File: config.mk
export PLATFORM = sky130hd
export DESIGN_NAME = shotclock_core
export DESIGN_NICKNAME = d
export VERILOG_FILES = /design/src/rtl/shotclock_core.sv
export SDC_FILE = /design/constraint.sdc
export NUM_CORES = 1
export LEC_CHECK = 0
export CAP_MARGIN = 30
export CORE_MARGIN = 1
export CORE_UTILIZATION = 55
export CTS_CLUSTER_DIAMETER = 30
export DETAILED_ROUTE_END_ITERATION = 8
export PLACE_DENSITY_LB_ADDON = 0.2
export SYNTH_ARGS = -nofsm -noshare
export SYNTH_HDL_FRONTEND = slang
export SYNTH_SLANG_ARGS = --single-unit
File: constraint.sdc
create_clock -name clk -period 5.8 [get_ports clk]
set_clock_uncertainty 0.2 [all_clocks]
set_input_delay 1.74 -clock clk [delete_from_list [all_inputs] [get_ports clk]]
set_output_delay 1.74 -clock clk [all_outputs]
set_load 0.01 [all_outputs]
File: src/rtl/shotclock_core.sv
// rtl/shotclock_core.sv - tenths-resolution shot-clock countdown with buzzer and display formatting
module shotclock_core #(
    parameter int DIGITS       = 2,
    parameter int FULL_SEC     = 24,
    parameter int SHORT_SEC    = 14,
    parameter int TENTHS_BELOW = 5,
    parameter int BUZZ_TENTHS  = 10,
    parameter int TICK_DIV     = 10000000
) (
    input  logic                  clk,
    input  logic                  rst_n,
    input  logic                  load_full,
    input  logic                  load_short,
    input  logic                  start,
    input  logic                  stop,
    output logic [4*DIGITS-1:0]   disp_sec,
    output logic [3:0]            disp_tenths,
    output logic                  show_tenths,
    output logic                  running,
    output logic                  expired,
    output logic                  buzzer
);

    function automatic logic [4*DIGITS-1:0] to_bcd(input int n);
        logic [4*DIGITS-1:0] r;
        int v;
        v = n;
        r = '0;
        for (int i = 0; i < DIGITS; i++) begin
            r[4*i +: 4] = 4'(v % 10);
            v = v / 10;
        end
        return r;
    endfunction

    function automatic int bcd_to_int(input logic [4*DIGITS-1:0] b);
        int r;
        r = 0;
        for (int i = DIGITS - 1; i >= 0; i--)
            r = r * 10 + int'(b[4*i +: 4]);
        return r;
    endfunction

    // Zero digits above the units position are blanked until the first nonzero digit.
    function automatic logic [4*DIGITS-1:0] blank_lead(input logic [4*DIGITS-1:0] b);
        logic [4*DIGITS-1:0] r;
        logic lead;
        r = b;
        lead = 1'b1;
        for (int i = DIGITS - 1; i >= 1; i--) begin
            if (lead && b[4*i +: 4] == 4'd0)
                r[4*i +: 4] = 4'hF;
            else
                lead = 1'b0;
        end
        return r;
    endfunction

    localparam int PW = (TICK_DIV > 1) ? $clog2(TICK_DIV) : 1;
    localparam int BW = (BUZZ_TENTHS > 1) ? $clog2(BUZZ_TENTHS) : 1;
    localparam logic [PW-1:0] PRESC_LAST = PW'(TICK_DIV - 1);
    localparam logic [BW-1:0] BUZZ_LAST = BW'(BUZZ_TENTHS - 1);
    localparam logic BUZZ_EN = (BUZZ_TENTHS > 0);
    localparam logic [4*DIGITS-1:0] FULL_BCD = to_bcd(FULL_SEC);
    localparam logic [4*DIGITS-1:0] SHORT_BCD = to_bcd(SHORT_SEC);
    localparam logic RESET_SHOW = (FULL_SEC < TENTHS_BELOW);

    typedef enum logic [1:0] {ST_STOPPED, ST_RUN, ST_EXPIRED} state_t;

    state_t               state;
    logic [4*DIGITS-1:0]  sec_bcd;
    logic [3:0]           tenths;
    logic [PW-1:0]        presc;
    logic [BW-1:0]        buzz_cnt;
    logic [4*DIGITS-1:0]  dec_sec;
    logic [3:0]           dec_tenths;
    logic                 count_en;
    logic                 tick;
    logic                 last_tenth;
    logic                 is_zero;
    logic                 below;

    always_comb begin
        logic borrow;
        dec_sec    = sec_bcd;
        borrow     = (tenths == 4'd0);
        dec_tenths = borrow ? 4'd9 : tenths - 4'd1;
        for (int i = 0; i < DIGITS; i++) begin
            if (borrow) begin
                if (sec_bcd[4*i +: 4] == 4'd0) begin
                    dec_sec[4*i +: 4] = 4'd9;
                end else begin
                    dec_sec[4*i +: 4] = sec_bcd[4*i +: 4] - 4'd1;
                    borrow = 1'b0;
                end
            end
        end
    end

    assign count_en   = (state == ST_RUN) || buzzer;
    assign tick       = count_en && (presc == PRESC_LAST);
    assign last_tenth = (sec_bcd == '0) && (tenths == 4'd1);
    assign is_zero    = (sec_bcd == '0) && (tenths == 4'd0);
    assign below      = (bcd_to_int(sec_bcd) < TENTHS_BELOW);
    assign running    = (state == ST_RUN);
    assign expired    = (state == ST_EXPIRED);

    always_ff @(posedge clk) begin
        if (!rst_n) begin
            state       <= ST_STOPPED;
            sec_bcd     <= FULL_BCD;
            tenths      <= 4'd0;
            presc       <= '0;
            buzz_cnt    <= '0;
            buzzer      <= 1'b0;
            disp_sec    <= blank_lead(FULL_BCD);
            show_tenths <= RESET_SHOW;
            disp_tenths <= RESET_SHOW ? 4'd0 : 4'hF;
        end else begin
            disp_sec    <= blank_lead(sec_bcd);
            show_tenths <= below;
            disp_tenths <= below ? tenths : 4'hF;

            if (count_en)
                presc <= tick ? '0 : presc + 1'b1;

            if (load_full || load_short) begin
                sec_bcd <= load_full ? FULL_BCD : SHORT_BCD;
                tenths  <= 4'd0;
                presc   <= '0;
                if (state == ST_EXPIRED) begin
                    state    <= ST_STOPPED;
                    buzzer   <= 1'b0;
                    buzz_cnt <= '0;
                end
            end else begin
                case (state)
                    ST_STOPPED: begin
                        if (start && !stop && !is_zero)
                            state <= ST_RUN;
                    end
                    ST_RUN: begin
                        if (tick) begin
                            sec_bcd <= dec_sec;
                            tenths  <= dec_tenths;
                        end
                        // Reaching 00.0 takes precedence over a coincident stop.
                        if (tick && last_tenth) begin
                            state    <= ST_EXPIRED;
                            buzzer   <= BUZZ_EN;
                            buzz_cnt <= '0;
                        end else if (stop) begin
                            state <= ST_STOPPED;
                        end
                    end
                    ST_EXPIRED: begin
                        if (buzzer && tick) begin
                            if (buzz_cnt == BUZZ_LAST) begin
                                buzzer   <= 1'b0;
                                buzz_cnt <= '0;
                            end else begin
                                buzz_cnt <= buzz_cnt + 1'b1;
                            end
                        end
                    end
                    default: state <= ST_STOPPED;
                endcase
            end
        end
    end

endmodule

Word level (Yosys, flattened, before mapping)
Index checks and enable logic that the tools add are counted.
{"block": "classes", "add_sub_neg": 6, "multipliers": 1, "n_lt_le_gt_ge": 1, "n_eq_ne": 12, "muxes": 31, "bitwise_logic": 1, "n_reduce_logical": 30}
{"op": "$mux W4", "n": 11}
{"op": "$add A24 B1 Y24 const B", "n": 1}
{"op": "$eq A24 B24 Y1 const B", "n": 1}
{"op": "$mux W24", "n": 1}
{"op": "$mux W8", "n": 3}
{"op": "$logic_not A4 Y1", "n": 3}
{"op": "$sub A4 B1 Y4 const B", "n": 3}
{"op": "$mux W2", "n": 5}
{"op": "$reduce_bool A2 Y1", "n": 5}
{"op": "$add A8 B4 Y9", "n": 1}
{"op": "$lt A9 B3 Y1 const B", "n": 1}
{"op": "$ne A3 B1 Y1 const B", "n": 3}
{"op": "$logic_not A8 Y1", "n": 1}
{"op": "$pmux W4 S2", "n": 1}
{"op": "$reduce_and A4 Y1", "n": 2}
{"op": "$logic_and A1 B1 Y1", "n": 7}
{"op": "$mul A4 B3 Y7 const B", "n": 1}
{"op": "$mux W1", "n": 7}
{"op": "$mux W6", "n": 1}
{"op": "$pmux W2 S3", "n": 1}
{"op": "$reduce_and A3 Y1", "n": 2}
{"op": "$reduce_and A5 Y1", "n": 1}
{"op": "$add A4 B1 Y4 const B", "n": 1}
{"op": "$eq A4 B1 Y1 const B", "n": 1}
{"op": "other kinds (14)", "n": 18}
{"block": "word_totals", "register_bits": 56, "out_inout_bits": 16, "word_cells": 93}

Depth between registers and ports, before layout
{"block": "depth", "word_depth": 7, "mapped_depth": 10, "depth_no_buf": 8}

Worst setup path after synthesis
No wires, ideal clock.
{"block": "synth_path", "path_type": "input -> register", "startpoint": "in load_short", "endpoint": "reg buzz_cnt[2]", "setup_time_ns": 0.131, "t_arrival_ns": 2.943, "required_time_ns": 5.469, "slack_ns": 2.526, "path_stages": 6, "path_buffers": 0, "cell_sequence": "nor2_1 nand2_1 o21ai_0 nor3_1 nand3_1 o31ai_1"}
{"block": "synth_via", "elab_chain_len": 3, "word_cells_on_any_way": 6}
{"item": "start: declaration", "line_no": "13", "rtl": "input logic load_short,"}
{"item": "$logic_or A1 B1 Y1 (*)", "line_no": "127", "rtl": "if (load_full || load_short) begin"}
{"item": "$ne A3 B1 Y1 (no source line) / $ne A2 B2 Y1 (equally long branches)"}
{"item": "$reduce_and A4 Y1 (no source line)"}
{"item": "end signal: assignment", "line_no": "162", "rtl": "buzz_cnt <= buzz_cnt + 1'b1;"}
{"item": "end: declaration", "line_no": "74", "rtl": "logic [BW-1:0] buzz_cnt;"}
Every way passes the cells marked *; elsewhere a longest branch is shown, timed or not.
A chain may end at the register's enable or synchronous reset.

Worst setup path after layout
{"block": "layout_path", "startpoint": "in load_short", "endpoint": "reg buzz_cnt[3]"}
Same word-level chain as after synthesis.

==> qor.csv <==
metric;value;unit
outcome;finished, final reports clean;
fraction of layout cells with a size suffix above 1;5.507;%
number of synthesized flops with an enable pin;0;
drt total wl;5564;um
post-CTS setup buffers;0;
post-route cell area;0.003194;sq mm
PD cells;213.7;mW/mm^2
Yosys top cell area share;39.75;%
count of different cell masters after synthesis;55;
Area contributors post-synth;dfxtp_1 40%, nor2_1 7.7%, ha_1 6.7%;
startpoint types;input port;
Cell Rows;25;
Least-Margin Pin Slew;0.7709;ns
hold crit path type;flip-flop to flip-flop;
CTS tree;built;
Synth Cell Area;0.002820;sq mm
Arrival @ worst endpoint;3.92;ns
leakage dissipation;1.140;nW
All-Layer GR Usage;22.36;%
endpoint type of the worst setup path;flip-flop;
ys async rst share;0;%
Critical Path RT;5.83;ns
Pins Over Slew Limit;0;
Die Wd;73.61;um
number of buffers created by CTS;5;
maximum vdd drop;145.1;uV
Mean Syn Cell Area;8.731;sq um
Syn Nets;346;
Filler cells;433;
Tmin final;3.893;ns
Final Hold Viols;0;
Max-slew headroom;48.21;%
sequential power share;57.3;%
largest net degree at the start of global routing;23;
vias post-DR;2279;
area leader, netlist;dfxtp_1;
nets@finish;367;
Clock Latency Late Sink;0.31;ns
IO buf count;21;
placed inst area;0.003087;sq mm
post-synthesis sequential area ratio;39.75;%
Psw;148.4;uW
drt drc;0;
Clock Tree Buf Depth;2;
Comb pwr share;6.1;%
# diodes;0;
initial antenna violation count;0;
internal power;534.1;uW
Clock power frac;36.6;%
H-tree depth;2;
synthesized flop and latch total;56;
# hold bufs at CTS;0;
Syn Inst Count;323;
Pre-antenna DRT Iters;4;
Final ANT Viol Nets;0;
Final Non-Filler Cells;412;
num ports;22;
clock-pin slew on the worst setup and hold paths;0.09;ns
P&R area growth vs syn;13.27;%
drt wl/cell;13.50;um
prevailing post-synth register cell;dfxtp_1;
YS warnings;0;
vias per cell;5.532;
remaining global-route overflow;0;
Placer Congestion;0.8090;
vias in the first global route;2077;
Iter 0 DRT Violations;175;
worst setup path category;input port to flip-flop;
switch share;21.74;%
unrepaired setup endpoints after global routing;false;
Core ar.;0.004817;sq mm
PostCTS Resize Cnt;0;
max cap viols;0;
clock sink count;56;
TNS Setup;0;ns
period utilization;67.12;%
post-DP HPWL;3960;um
initial core utilization;58.55;%
Die Y;73.61;um
FMAX;0.2569;GHz
placed insts;404;
first-pass GRT wire length;9280;um
die area;0.005418;sq mm
setup violators final;0;
Root Buffer;clkbuf_8;
CP max FO;17;
kinds of logic (layout without fill, tap and decap cells):
group                    count (synthesis)  count (layout)  synth area share (%)
AO/OA/AOI/OAI                           40              40                 9.716
XOR/XNOR                                27              27                 8.385
adder cells (fa/ha/maj)                 17              17                 8.075
buffers and inverters                   27              49                 3.904
flip-flops                              56              56                 39.75
multiplexers                             6               6                 2.130
AND/OR/NAND/NOR                        150             150                 28.04
power groups by stage:
stage / logic (mW) / clock network, mW / registers [mW]
2_1_floorplan: 0.0257 / 0 / 0.400
3_3_place_gp: 0.0407 / 0 / 0.400
3_5_place_dp: 0.0416 / 0 / 0.400
4_1_cts: 0.0419 / 0.255 / 0.391
5_1_grt: 0.0465 / 0.269 / 0.392
6_report: 0.0418 / 0.249 / 0.391
layout by cell type, fill, tap and decap left out, types with 4 or more instances in the layout:
| cell type | n |
|---|---|
| xor2_1 | 14 |
| o21a_1 | 5 |
| mux2i_1 | 6 |
| xnor2_1 | 13 |
| inv_1 | 18 |
| clkbuf_8 | 5 |
| clkdlybuf4s50_1 | 21 |
| nor2b_1 | 4 |
| nand2_1 | 18 |
| nor3_1 | 9 |
| ha_1 | 15 |
| nor3b_1 | 4 |
| nand4_1 | 9 |
| nand3_1 | 10 |
| a21oi_1 | 11 |
| or2_2 | 5 |
| and2_1 | 6 |
| dfxtp_1 | 56 |
| nor2_1 | 58 |
cell type report:
type | count | area [sq um] | area share (%)
clock inverters | 2 | 35.03 | 1.097
repair buffers | 23 | 225.2 | 7.051
inverters | 18 | 67.56 | 2.115
multi-input cells | 240 | 1589 | 49.75
clock buffers | 6 | 72.57 | 2.272
flip-flops and latches | 56 | 1121 | 35.10
well taps | 67 | 83.83 | 2.624
worst max-delay path: stages:
cell and delay, ns:
clkdlybuf4s50_1 0.44, nor2_1 0.52, nand2_1 0.52, nor3_1 0.32
nand3_1 0.17, o31ai_1 0.21
final timing paths:
path | start | endpoint | slack, ns | cells after the start
min reg2reg | buzz_cnt[3]$_SDFFE_PN0P_ | buzz_cnt[3]$_SDFFE_PN0P_ | 0.29 | 1
min | buzz_cnt[3]$_SDFFE_PN0P_ | buzz_cnt[3]$_SDFFE_PN0P_ | 0.29 | 1
max | load_short | buzz_cnt[3]$_SDFFE_PN0P_ | 1.91 | 6
max reg2reg | sec_bcd[0]$_SDFFE_PN0P_ | buzz_cnt[2]$_SDFFE_PN0P_ | 2.80 | 8
cell usage after synthesis, types with 3 or more instances:
library cell  instances
a21oi_1              11
and2_1                6
and3_1                3
clkbuf_1              7
dfxtp_1              56
ha_1                 15
inv_1                18
mux2i_1               6
nand2_1              18
nand3_1              10
nand4_1               9
nor2_1               58
nor2b_1               4
nor3_1                9
nor3b_1               4
o21a_1                5
o21ai_0               3
o21ai_1               3
o31ai_1               3
or2_2                 5
or3_1                 3
xnor2_1              13
xor2_1               14
sequential cells by signal, summed over array words and instances, names as in the netlist:
signal,flops
buzzer,1
disp_sec,8
buzz_cnt,4
state,2
tenths,4
disp_tenths,4
presc,24
sec_bcd,8
show_tenths,1
metal layers:
metal  GRT usage (%)  part of all wire, %
met2           35.88                   45
met4           7.479                  1.3
met1           29.59                   49
met3           5.213                  4.8
met5               0                    0
metrics by stage:
step / setup WS [ns] / total power, mW / hold slack, ns / utilization (%)
floorplan: 2.526 / 0.4259 / 0.2419 / -
global placement: 1.657 / 0.4409 / 0.2712 / 64.08
detailed placement: 1.563 / 0.4418 / 0.2687 / 64.08
CTS: 1.878 / 0.6883 / 0.2820 / 66.31
global route: 1.697 / 0.7074 / 0.3074 / 66.31
finish: 1.907 / 0.6825 / 0.2863 / 66.31
(Power assumes the default switching activity.)
